$ cat config.mk
export PLATFORM = sky130hd
export DESIGN_NAME = retire_monitor_flat
export DESIGN_NICKNAME = d
export VERILOG_FILES = /design/src/rtl/retire_monitor_if.sv /design/src/rtl/retire_monitor.sv /design/src/flat_wrapper.sv
export SDC_FILE = /design/constraint.sdc
export NUM_CORES = 1
export LEC_CHECK = 0
export CORE_ASPECT_RATIO = 0.75
export CORE_UTILIZATION = 40
export CTS_CLUSTER_SIZE = 24
export DETAILED_ROUTE_END_ITERATION = 8
export GPL_TIMING_DRIVEN = 0
export PLACE_DENSITY = 0.84
export SYNTH_ARGS = -nofsm -noshare
export SYNTH_HDL_FRONTEND = slang
export SYNTH_SLANG_ARGS = --single-unit
$ cat constraint.sdc
create_clock -name clock -period 2 [get_ports clock]
set_input_delay 0.5 -clock clock [delete_from_list [all_inputs] [get_ports clock]]
set_output_delay 0.5 -clock clock [all_outputs]
set_load 0.02 [all_outputs]
$ cat src/rtl/retire_monitor_if.sv
// Retire-side commit bundle from writeback into the retire monitor.
// master drives the retiring instruction, slave observes it.
interface retire_monitor_if #(
  parameter int XLEN = 64
);
  logic            commit_valid;
  logic [XLEN-1:0] commit_pc;
  logic [31:0]     commit_inst;
  logic [XLEN-1:0] commit_a0;

  modport master (
    output commit_valid,
    output commit_pc,
    output commit_inst,
    output commit_a0
  );

  modport slave (
    input commit_valid,
    input commit_pc,
    input commit_inst,
    input commit_a0
  );
endinterface

$ cat src/rtl/retire_monitor.sv
// Retire monitor: counts commits, halts on ebreak or watchdog, drains, then
// presents one stable ebreak + exit code to sim. Trace: RETIRE_TRACE_EN.
module retire_monitor #(
  parameter int XLEN         = 64,
  parameter int WDOG_CYCLES  = 4096,
  parameter int DRAIN_CYCLES = 2
) (
  input  logic             clock,
  input  logic             reset,
  retire_monitor_if.slave  cm,
  output logic             halt_req,
  output logic             halted,
  output logic [1:0]       halt_cause,
  output logic [XLEN-1:0]  halt_pc,
  output logic [31:0]      sim_inst,
  output logic [XLEN-1:0]  sim_r10,
  output logic [63:0]      instret,
  output logic [63:0]      cycle
);

  localparam logic [31:0] EBREAK = 32'h0010_0073;
  localparam logic [31:0] NOP    = 32'h0000_0013;
  localparam int WW = $clog2(WDOG_CYCLES);
  localparam int DW = (DRAIN_CYCLES > 1) ? $clog2(DRAIN_CYCLES) : 1;

  typedef enum logic [1:0] {
    RUN   = 2'd0,
    DRAIN = 2'd1,
    HALT  = 2'd2
  } state_t;

  state_t          state_q;
  state_t          state_d;
  logic [WW-1:0]   wdog_q;
  logic [DW-1:0]   drain_q;
  logic [XLEN-1:0] exit_q;
  logic            is_ebreak;
  logic            timeout;

  assign is_ebreak = cm.commit_valid
                  && (cm.commit_inst == EBREAK);
  // A commit on the expiry cycle wins over the timeout
  assign timeout = !cm.commit_valid
                && (wdog_q == WW'(WDOG_CYCLES - 1));

  always_ff @(posedge clock or negedge reset) begin
    if (!reset) state_q <= RUN;
    else        state_q <= state_d;
  end

  always_comb begin
    state_d = state_q;
    unique case (state_q)
      RUN:     if (is_ebreak || timeout) state_d = DRAIN;
      DRAIN:   if (drain_q == '0) state_d = HALT;
      HALT:    state_d = HALT;
      default: state_d = RUN;
    endcase
  end

  always_ff @(posedge clock or negedge reset) begin
    if (!reset) begin
      halt_cause <= 2'd0;
      halt_pc    <= '0;
      exit_q     <= '0;
      instret    <= 64'd0;
      cycle      <= 64'd0;
      wdog_q     <= '0;
      drain_q    <= '0;
    end else begin
      if (state_q != HALT) cycle <= cycle + 64'd1;
      unique case (state_q)
        RUN: begin
          if (cm.commit_valid) begin
            instret <= instret + 64'd1;
            wdog_q  <= '0;
            halt_pc <= cm.commit_pc;
            if (is_ebreak) begin
              exit_q     <= cm.commit_a0;
              halt_cause <= 2'd1;
              drain_q    <= DW'(DRAIN_CYCLES - 1);
            end
          end else if (timeout) begin
            exit_q     <= XLEN'(1);
            halt_cause <= 2'd2;
            drain_q    <= DW'(DRAIN_CYCLES - 1);
          end else begin
            wdog_q <= wdog_q + 1'b1;
          end
        end
        DRAIN: if (drain_q != '0) drain_q <= drain_q - 1'b1;
        default: ;
      endcase
`ifdef RETIRE_TRACE_EN
      if (state_q == RUN && cm.commit_valid)
        $display("[%0d] pc=%h inst=%h",
                 cycle, cm.commit_pc, cm.commit_inst);
      if (state_q == DRAIN && state_d == HALT)
        $display("halt cause=%0d exit=%h", halt_cause, exit_q);
`endif
    end
  end

  // Outputs decode the state flop only; sim sees NOP until HALT
  always_comb begin
    halt_req = (state_q != RUN);
    halted   = (state_q == HALT);
    sim_inst = NOP;
    sim_r10  = '0;
    if (state_q == HALT) begin
      sim_inst = EBREAK;
      sim_r10  = exit_q;
    end
  end

endmodule

$ cat src/flat_wrapper.sv
// flat-port wrapper written by rule: the top's interface ports become plain ports
module retire_monitor_flat 
#(
  parameter int XLEN         = 64,
  parameter int WDOG_CYCLES  = 4096,
  parameter int DRAIN_CYCLES = 2
)
  (clock, reset, halt_req, halted, halt_cause, halt_pc, sim_inst, sim_r10, instret, cycle, cm_commit_valid, cm_commit_pc, cm_commit_inst, cm_commit_a0);
  retire_monitor_if #(.XLEN(XLEN)) cm_i ();
  input  logic clock;
  input  logic reset;
  output logic halt_req;
  output logic halted;
  output logic [1:0] halt_cause;
  output logic [XLEN-1:0] halt_pc;
  output logic [31:0] sim_inst;
  output logic [XLEN-1:0] sim_r10;
  output logic [63:0] instret;
  output logic [63:0] cycle;
  input wire logic [$bits(cm_i.commit_valid)-1:0] cm_commit_valid;
  input wire logic [$bits(cm_i.commit_pc)-1:0] cm_commit_pc;
  input wire logic [$bits(cm_i.commit_inst)-1:0] cm_commit_inst;
  input wire logic [$bits(cm_i.commit_a0)-1:0] cm_commit_a0;
  assign cm_i.commit_valid = cm_commit_valid;
  assign cm_i.commit_pc = cm_commit_pc;
  assign cm_i.commit_inst = cm_commit_inst;
  assign cm_i.commit_a0 = cm_commit_a0;
  retire_monitor #(.XLEN(XLEN), .WDOG_CYCLES(WDOG_CYCLES), .DRAIN_CYCLES(DRAIN_CYCLES)) u_core (.clock(clock), .reset(reset), .cm(cm_i), .halt_req(halt_req), .halted(halted), .halt_cause(halt_cause), .halt_pc(halt_pc), .sim_inst(sim_inst), .sim_r10(sim_r10), .instret(instret), .cycle(cycle));
endmodule
[Word-level counts from Yosys, hierarchy flattened]
Index checks and enable logic that the tools add are counted.
Word-level totals
  flip-flop bits (word level): 273
  input bits: 163
  output and inout port bits: 292
  logic and storage cells: 54
Cells by class
  add/subtract/negate cells: 4
  equality and inequality tests: 11
  muxes and demuxes: 18
  reductions and logical operators: 13
Operators by type and width (number)
  $mux W64: 4
  $add A64 B1 Y64 const B: 2
  $eq A32 B21 Y1 const B: 1
  $mux W12: 2
  $mux W21: 1
  $add A12 B1 Y12 const B: 1
  $eq A12 B12 Y1 const B: 1
  $mux W2: 5
  $ne A2 B2 Y1 const B: 3
  $ne A3 B2 Y1 const B: 2
  $pmux W2 S3: 1
  $reduce_and A2 Y1: 3
  $reduce_and A3 Y1: 2
  $reduce_bool A2 Y1: 3
  $mux W1: 4
  $ne A2 B1 Y1 const B: 2
  $eq A2 B1 Y1 const B: 1
  $eq A2 B2 Y1 const B: 1
  $logic_and A1 B1 Y1: 2
  $logic_not A2 Y1: 1
  $pmux W1 S2: 1
  $logic_not A1 Y1: 1
  $logic_or A1 B1 Y1: 1
  $sub A1 B1 Y1 const B: 1

[Logic depth before layout (Yosys ltp)]
  word-level depth: 5
  depth in mapped cells: 9
  mapped depth without buffers: 7

[Worst setup path before layout]
Ideal clock, no wire load.
  path type: reg-to-output
  start point: register u_core.state_q[0]
  end point: output sim_r10[24]
  data arrival time: 1866 ps
  required time: 1500 ps
  setup slack: -366 ps
  cell stages (with the launch flop): 7
  buffers on the path: 3
  cell sequence: dfrtp_1 inv_1 ha_1 clkbuf_1 clkbuf_1 clkbuf_1 and2_1
Between the ends
  longest elaborated chain between the ends: 2
RTL lines
  from (decl): RTL line retire_monitor.sv:32  | state_t state_q;
  from (signal assigned): RTL line retire_monitor.sv:48  | else state_q <= state_d;
  $eq A2 B2 Y1
  named net halted: RTL line flat_wrapper.sv:13  | output logic halted;
  $mux W64: RTL line retire_monitor.sv:110  | if (state_q == HALT) begin
  to (decl): RTL line flat_wrapper.sv:17  | output logic [XLEN-1:0] sim_r10;
The timed path passes the listed nets, and every way through them passes these cells.

[Final worst setup path]
  start point: register u_core.state_q[1]
  end point: output sim_r10[43]
Between the ends
  longest elaborated chain between the ends: 2
RTL lines (RTL line)
  $eq A2 B2 Y1: retire_monitor.sv:110
  $mux W64: retire_monitor.sv:110
No other way between the ends.

==> impl_metrics.json <==
{
  "status": "complete, but fails checks",
  "violations": "negative setup slack",
  "hold_viol": 0,
  "finalWirelength_mm": 44.5,
  "io_pins": 455,
  "worstMarginPinSlew_ns": 0.610,
  "num_vias": 11400,
  "worst-r2r-cell-count": 10,
  "clockBufferDepth": 3,
  "reg2reg_to": "u_core.instret[51]",
  "yosysWarnings": 0,
  "relSlewSlack": 0.594,
  "leakagePower_nw": 10.5,
  "post-route-util": 0.681,
  "min_to": "u_core.wdog_q[2]",
  "core_area_um2": 29500,
  "crit_arrival_ns": 1.93,
  "place_ws_ns": -1.18,
  "drv_slew": 0,
  "cts_inserted_buffers": 29,
  "ff2ff_setup_slack_ns": -0.25,
  "die_h_um": 153,
  "end_kind": "output port",
  "cap_violations": 0,
  "finalSetupViolations": 232,
  "drc": 0,
  "io_buffers": 425,
  "htree_levels": 1,
  "rows": 54,
  "ys_seq_area_frac": 0.560,
  "synth.most_common_cell": "dfrtp_1",
  "drtPass1Iterations": 6,
  "synthTopCellsByArea": "dfrtp_1 (56%), nand2_1 (7.8%), xnor2_1 (5.6%)",
  "dieArea_um2": 31200,
  "grt_max_degree": 107,
  "min_path_type": "in2reg",
  "synthesis.area_um2": 12200,
  "seqCellArea_um2": 6840,
  "antenna_found_initial": 3,
  "hold_depth": 2,
  "min_period_over_period": 1.21,
  "vdd_ir_drop_max_mv": 0.554,
  "routed_via_density": 5.28,
  "clockRootBuffer": "clkbuf_16",
  "min_period_ns": 2.43,
  "path_class": "reg2out",
  "cp_max_fo": 6,
  "p_per_area_nw_per_um2": 635,
  "synthTopCellsByCount": "dfrtp_1 (273), nand2_1 (253), xnor2_1 (78)",
  "floorplan.initialDensity": 0.413,
  "fmax_mhz": 412,
  "layout.nets": 1909,
  "grt_pass1_vias": 11300,
  "grt_first_pass_wirelength_mm": 62.9,
  "synth_top_area_cell": "dfrtp_1",
  "syn_area_per_cell_um2": 10.5,
  "finalPower_mw": 12.8,
  "hp-start": "cm_commit_valid",
  "ys.flop_type": "dfrtp_1",
  "hold_slack_ns": 0.449,
  "drt-wirelength-per-cell_um": 20.7,
  "die_w_um": 204,
  "yosysUniqueCellTypes": 47,
  "grt_overflow": 0,
  "r2r-start": "u_core.state_q[1]",
  "synth_async_sr_flop_share": 1.00,
  "multi_input_area_um2": 6010,
  "clkSinkCount": 273,
  "syn2layout_area_growth_pct": 65.0,
  "clkTransAtPathRegs_ns": 0.06,
  "clock_latency_ns": 0.55,
  "fin_area_um2": 20100,
  "drt.antenna.violating_nets": 0,
  "drive_gt1_frac": 0.262,
  "grt_usage": 0.253,
  "finClkSkew_ns": 0.0188,
  "rsz0062_at_grt": "true",
  "fillers": 2060,
  "startpoint": "u_core.state_q[1]",
  "ys_ff_latch": 273,
  "gp_congestion": 0.885,
  "startpoint_type": "flop",
  "postSynthCellCount": 1160,
  "place_area_um2": 17100,
  "required_ns": 1.50,
  "cts_tree": "yes",
  "synth-edff-count": 0,
  "dp_hpwl_mm": 27.4,
  "fin_ws_ns": -0.430,
  "synth_top_area_share": 0.560,
  "drt_iter0_drc": 706
}
[cell families (layout without fill, tap and decap cells)]
family / Yosys count / after routing / synth area share
compound gates: 80 / 80 / 0.0549
xor+xnor: 132 / 132 / 0.0948
fa+ha+maj: 7 / 7 / 0.00718
buf+inv: 90 / 660 / 0.0392
flops: 273 / 273 / 0.560
mux: 5 / 5 / 0.00451
other cells: 2 / 30 / 0.000616
simple gates: 571 / 572 / 0.239
[state kept, by name (all words and copies together), names as in the netlist]
signal / count
u_core.halt_cause: 2
u_core.exit_q: 64
u_core.cycle: 64
u_core.state_q: 2
u_core.instret: 64
u_core.halt_pc: 64
u_core.drain_q: 1
u_core.wdog_q: 12
[routing by layer]
| metal | up-vias | routed length (um) | track usage |
|---|---|---|---|
| li1 | 5051 | - | - |
| met1 | 5656 | 17000 | 0.314 |
| met2 | 532 | 22700 | 0.432 |
| met3 | 119 | 3050 | 0.0631 |
| met4 | 4 | 1660 | 0.0791 |
| met5 | - | 26 | 0 |
[cells in the final DEF, fill, tap and decap left out, drive strengths merged, types with 7 or more instances in the layout]
cell / instances
conb: 29
inv: 13
nor3: 33
and4: 16
nand2: 253
and3: 19
dlygate4sd2: 196
and2: 67
nor2: 43
o21ai: 7
nand3: 58
buf: 215
xnor2: 78
or3: 7
a22o: 63
nand4: 37
nor4: 24
dfrtp: 273
xor2: 54
ha: 7
clkdlybuf4s50: 157
clkbuf: 69
[how the worst max path moves through the flow]
| stage | end | slack, ns |
|---|---|---|
| final | sim_r10[43] | -0.43 |
| after global placement | u_core.instret[17] | -12.08 |
| after CTS | sim_r10[45] | -0.40 |
| after global routing | sim_r10[46] | -0.48 |
| after floorplan | sim_r10[24] | -0.06 |
| after detailed placement | u_core.exit_q[46] | -1.18 |
[worst max-delay path: stages (launching register included)]
cell and delay [ns]:
dfrtp_1 0.44, ha_4 0.20, clkbuf_16 0.16, clkbuf_16 0.17, buf_8 0.13, and2_4 0.14
buf_6 0.12
[final cells by class]
class                   count  share of cell area
repair buffers            523               0.254
clock inverters             8             0.00479
clock buffers              42              0.0425
flip-flops and latches    273               0.340
plain buffers              74              0.0336
inverters                  13             0.00267
well taps                 392              0.0244
multi-input cells         825               0.299
diodes                      1            0.000124
[through the flow]
stage / setup TNS [ns] / instances
floorplan: -1.84 / 1187
global placement: -3263.25 / 2004
detailed placement: -250.80 / 2006
CTS: -26.31 / 2110
global route: -61.57 / 2151
finish: -44.24 / 2151
[repair_timing]
action                                  in CTS  in global routing
setup buffers                               46                 38
pin swaps                                   30                 52
resized for setup                          779                199
endpoints found under the setup margin     505                274
gates cloned                                 7                  7
hold endpoints to repair                    76                  0
hold buffers                                 1                  0
[power by group]
part | total [mW] | internal, mW | switching (mW) | leakage [nW]
sequential | 5.87 | 5.71 | 0.166 | 3.65
clock | 5.47 | 3.20 | 2.28 | 0.469
combinational | 1.42 | 0.660 | 0.765 | 6.35
total | 12.8 | 9.57 | 3.21 | 10.5
Note: power is estimated with default switching activity, not from simulation.
==> edit: new RTL, same settings <==
Reset style: synchronous (`reset`), changed in 2 clocked blocks.
--- a/src/rtl/retire_monitor.sv
+++ b/src/rtl/retire_monitor.sv
@@ -43,7 +43,7 @@
   assign timeout = !cm.commit_valid
                 && (wdog_q == WW'(WDOG_CYCLES - 1));
 
-  always_ff @(posedge clock or negedge reset) begin
+  always_ff @(posedge clock) begin
     if (!reset) state_q <= RUN;
     else        state_q <= state_d;
   end
@@ -58,7 +58,7 @@
     endcase
   end
 
-  always_ff @(posedge clock or negedge reset) begin
+  always_ff @(posedge clock) begin
     if (!reset) begin
       halt_cause <= 2'd0;
       halt_pc    <= '0;
Check against the original RTL: differs if reset is asserted again (counterexample within 4 cycles, from zero or initial values and one cycle with reset low); with reset held inactive, the same outputs for 4 cycles.
==> edit against the original RTL <==
  * The run still ends with setup timing left
  * Via count rose by 25%
  * Cell area rose by 7.5%
  * Synthesized area rose by 0.53%
  * Die area rose by 0.53%
  * Power fell by 2.7%
  * Sequential cell count did not move
  * Routed wire length rose by 22%
  * Count of clock-buffer cells in the layout fell by 5
  * Worst setup slack got worse by 48 ps
  * Sequential power fell by 5.6%
  * Non-clock buffer count rose by 72
  * Largest power group is now the clock network
  * Highest routed layer unchanged
==> edit: results (changes against the original RTL) <==
| Metric | Value |
|---|---|
| Pre-antenna DRT Iters | 5 (-1) |
| Crit-path max FO | 10 (+4) |
| Vias in the first global route | 13700 (+22%) |
| DRT iter0 DRCs | 1122 (+59%) |
| Failing checks | setup timing |
| Post-synth top cells | dfxtp_1 (273), nand2_1 (205), a21oi_1 (126) |
| Post-cts repair resize count | 945 (+21%) |
| Post-Syn Area per Cell | 8.41 um2 (-20%) |
| Vias per cell | 5.71 (+8.1%) |
| Worst VDD drop | 0.000622 V (+12%) |
| Global-route usage over all layers | 0.300 (+0.0470) |
| Pin count of the biggest net entering global routing | 15 (-86%) |
| Setup WS pre-CTS | -1260 ps (-79.8 ps) |
| WL final | 54100 um (+22%) |
| Leakage | 9.62 nW (-8.1%) |
| R2r startpoint | u_core.instret[34]$_SDFFE_PN0N_ |
| Area contributors post-synth | dfxtp_1 (45%), nand2_1 (6.3%), a21oi_1 (5.1%) |
| Headroom to the max-slew limit | 0.461 (-0.133) |
| Final worst setup slack | -478 ps (-48.2 ps) |
| Clock skew | 14.2 ps (-4.55 ps) |
| WP data arrival | 2940 ps (+1010 ps) |
| Ys flop type | dfxtp_1 |
| Gpl congestion | 0.893 (+0.98%) |
| Worst Setup EP | u_core.instret[62]$_SDFFE_PN0N_ |
| Fillers | 2091 (+1.5%) |
| HPWL after detailed placement | 32300 um (+18%) |
| Post-Route Utilization | 0.717 (+0.0360) |
| Total placed cells including tap cells | 2308 (+15%) |
| WL/cell | 21.7 um (+5.1%) |
| Final setup fails | 197 (-15%) |
| I/O Buffers | 424 (-0.24%) |
| Crit path from | u_core.instret[34]$_SDFFE_PN0N_ |
| R2R cell count | 6 (-4) |
| First-pass GRT wire length | 75000 um (+19%) |
| Status | finished, violations left |
| Layout cells sized above 1 | 0.352 (+0.0908) |
edit: cell types whose count changed after synthesis, moves of 23 or more:
cell,delta
a21oi_1,+121
o31ai_1,+36
nand2_1,-48
a21o_1,+63
nor2_1,+34
nand4_1,+23
dfxtp_1,+273
dfrtp_1,-273
or4_1,+38
xnor2_1,-50
a22o_1,-63
clkbuf_1,+46
and3_1,+58
edit: per-layer routing:
layer | global-route usage | routed length, um | vias up
met3 | 0.0742 | 4790 | 244
li1 | - | - | 6370
met1 | 0.353 | 20100 | 6768
met4 | 0.137 | 3030 | 2
met5 | 0 | 11 | -
met2 | 0.514 | 26200 | 837
edit: worst min-delay path by stage:
stage | from | end | slack (ps) | depth (start not counted)
after floorplan | u_core.exit_q[0]$_SDFFE_PN0P_ | u_core.exit_q[0]$_SDFFE_PN0P_ | 440 | 2
after global placement | u_core.halt_pc[63]$_SDFFE_PN0N_ | u_core.halt_pc[63]$_SDFFE_PN0N_ | 440 | 2
final | cm_commit_valid | u_core.wdog_q[0]$_SDFFE_PN0P_ | 290 | 3
after CTS | cm_commit_valid | u_core.wdog_q[0]$_SDFFE_PN0P_ | 270 | 3
after global routing | cm_commit_valid | u_core.wdog_q[0]$_SDFFE_PN0P_ | 280 | 3
after detailed placement | u_core.halt_pc[58]$_SDFFE_PN0N_ | u_core.halt_pc[58]$_SDFFE_PN0N_ | 450 | 2
edit: power by group:
part / switching, mW / internal (mW) / total, mW / leakage, nW
clock network: 2.44 / 3.43 / 5.87 / 0.498
registers: 0.0506 / 5.49 / 5.54 / 2.25
logic: 0.534 / 0.484 / 1.02 / 6.87
total: 3.02 / 9.40 / 12.4 / 9.62
edit: cell type report:
| class | count | share of cell area |
|---|---|---|
| Antenna cell | 3 | 0.000347 |
| Buffer | 111 | 0.0478 |
| Clock buffer | 37 | 0.0382 |
| Clock inverter | 16 | 0.00897 |
| Inverter | 20 | 0.00388 |
| Multi-Input combinational cell | 1073 | 0.364 |
| Sequential cell | 273 | 0.258 |
| Tap cell | 399 | 0.0231 |
| Timing Repair Buffer | 558 | 0.255 |
edit: critical path: stages, from the launching register on:
cell     delay (ps)
dfxtp_4         370
nand4_1         190
or4_4           540
or3_4           410
buf_12          170
or4_1           460
a21oi_1         230
edit: cell families (layout without fill, tap and decap cells):
logic type / count (synthesis) / after routing / synth area share
and+or+nand+nor: 690 / 692 / 0.301
AOI/OAI and AO/OA: 273 / 274 / 0.139
DFF: 273 / 273 / 0.446
buffers and inverters: 142 / 742 / 0.0548
xor gates and xnor gates: 62 / 62 / 0.0443
muxes: 9 / 9 / 0.00735
adders and majority gates: 7 / 7 / 0.00714
other: 2 / 32 / 0.000613
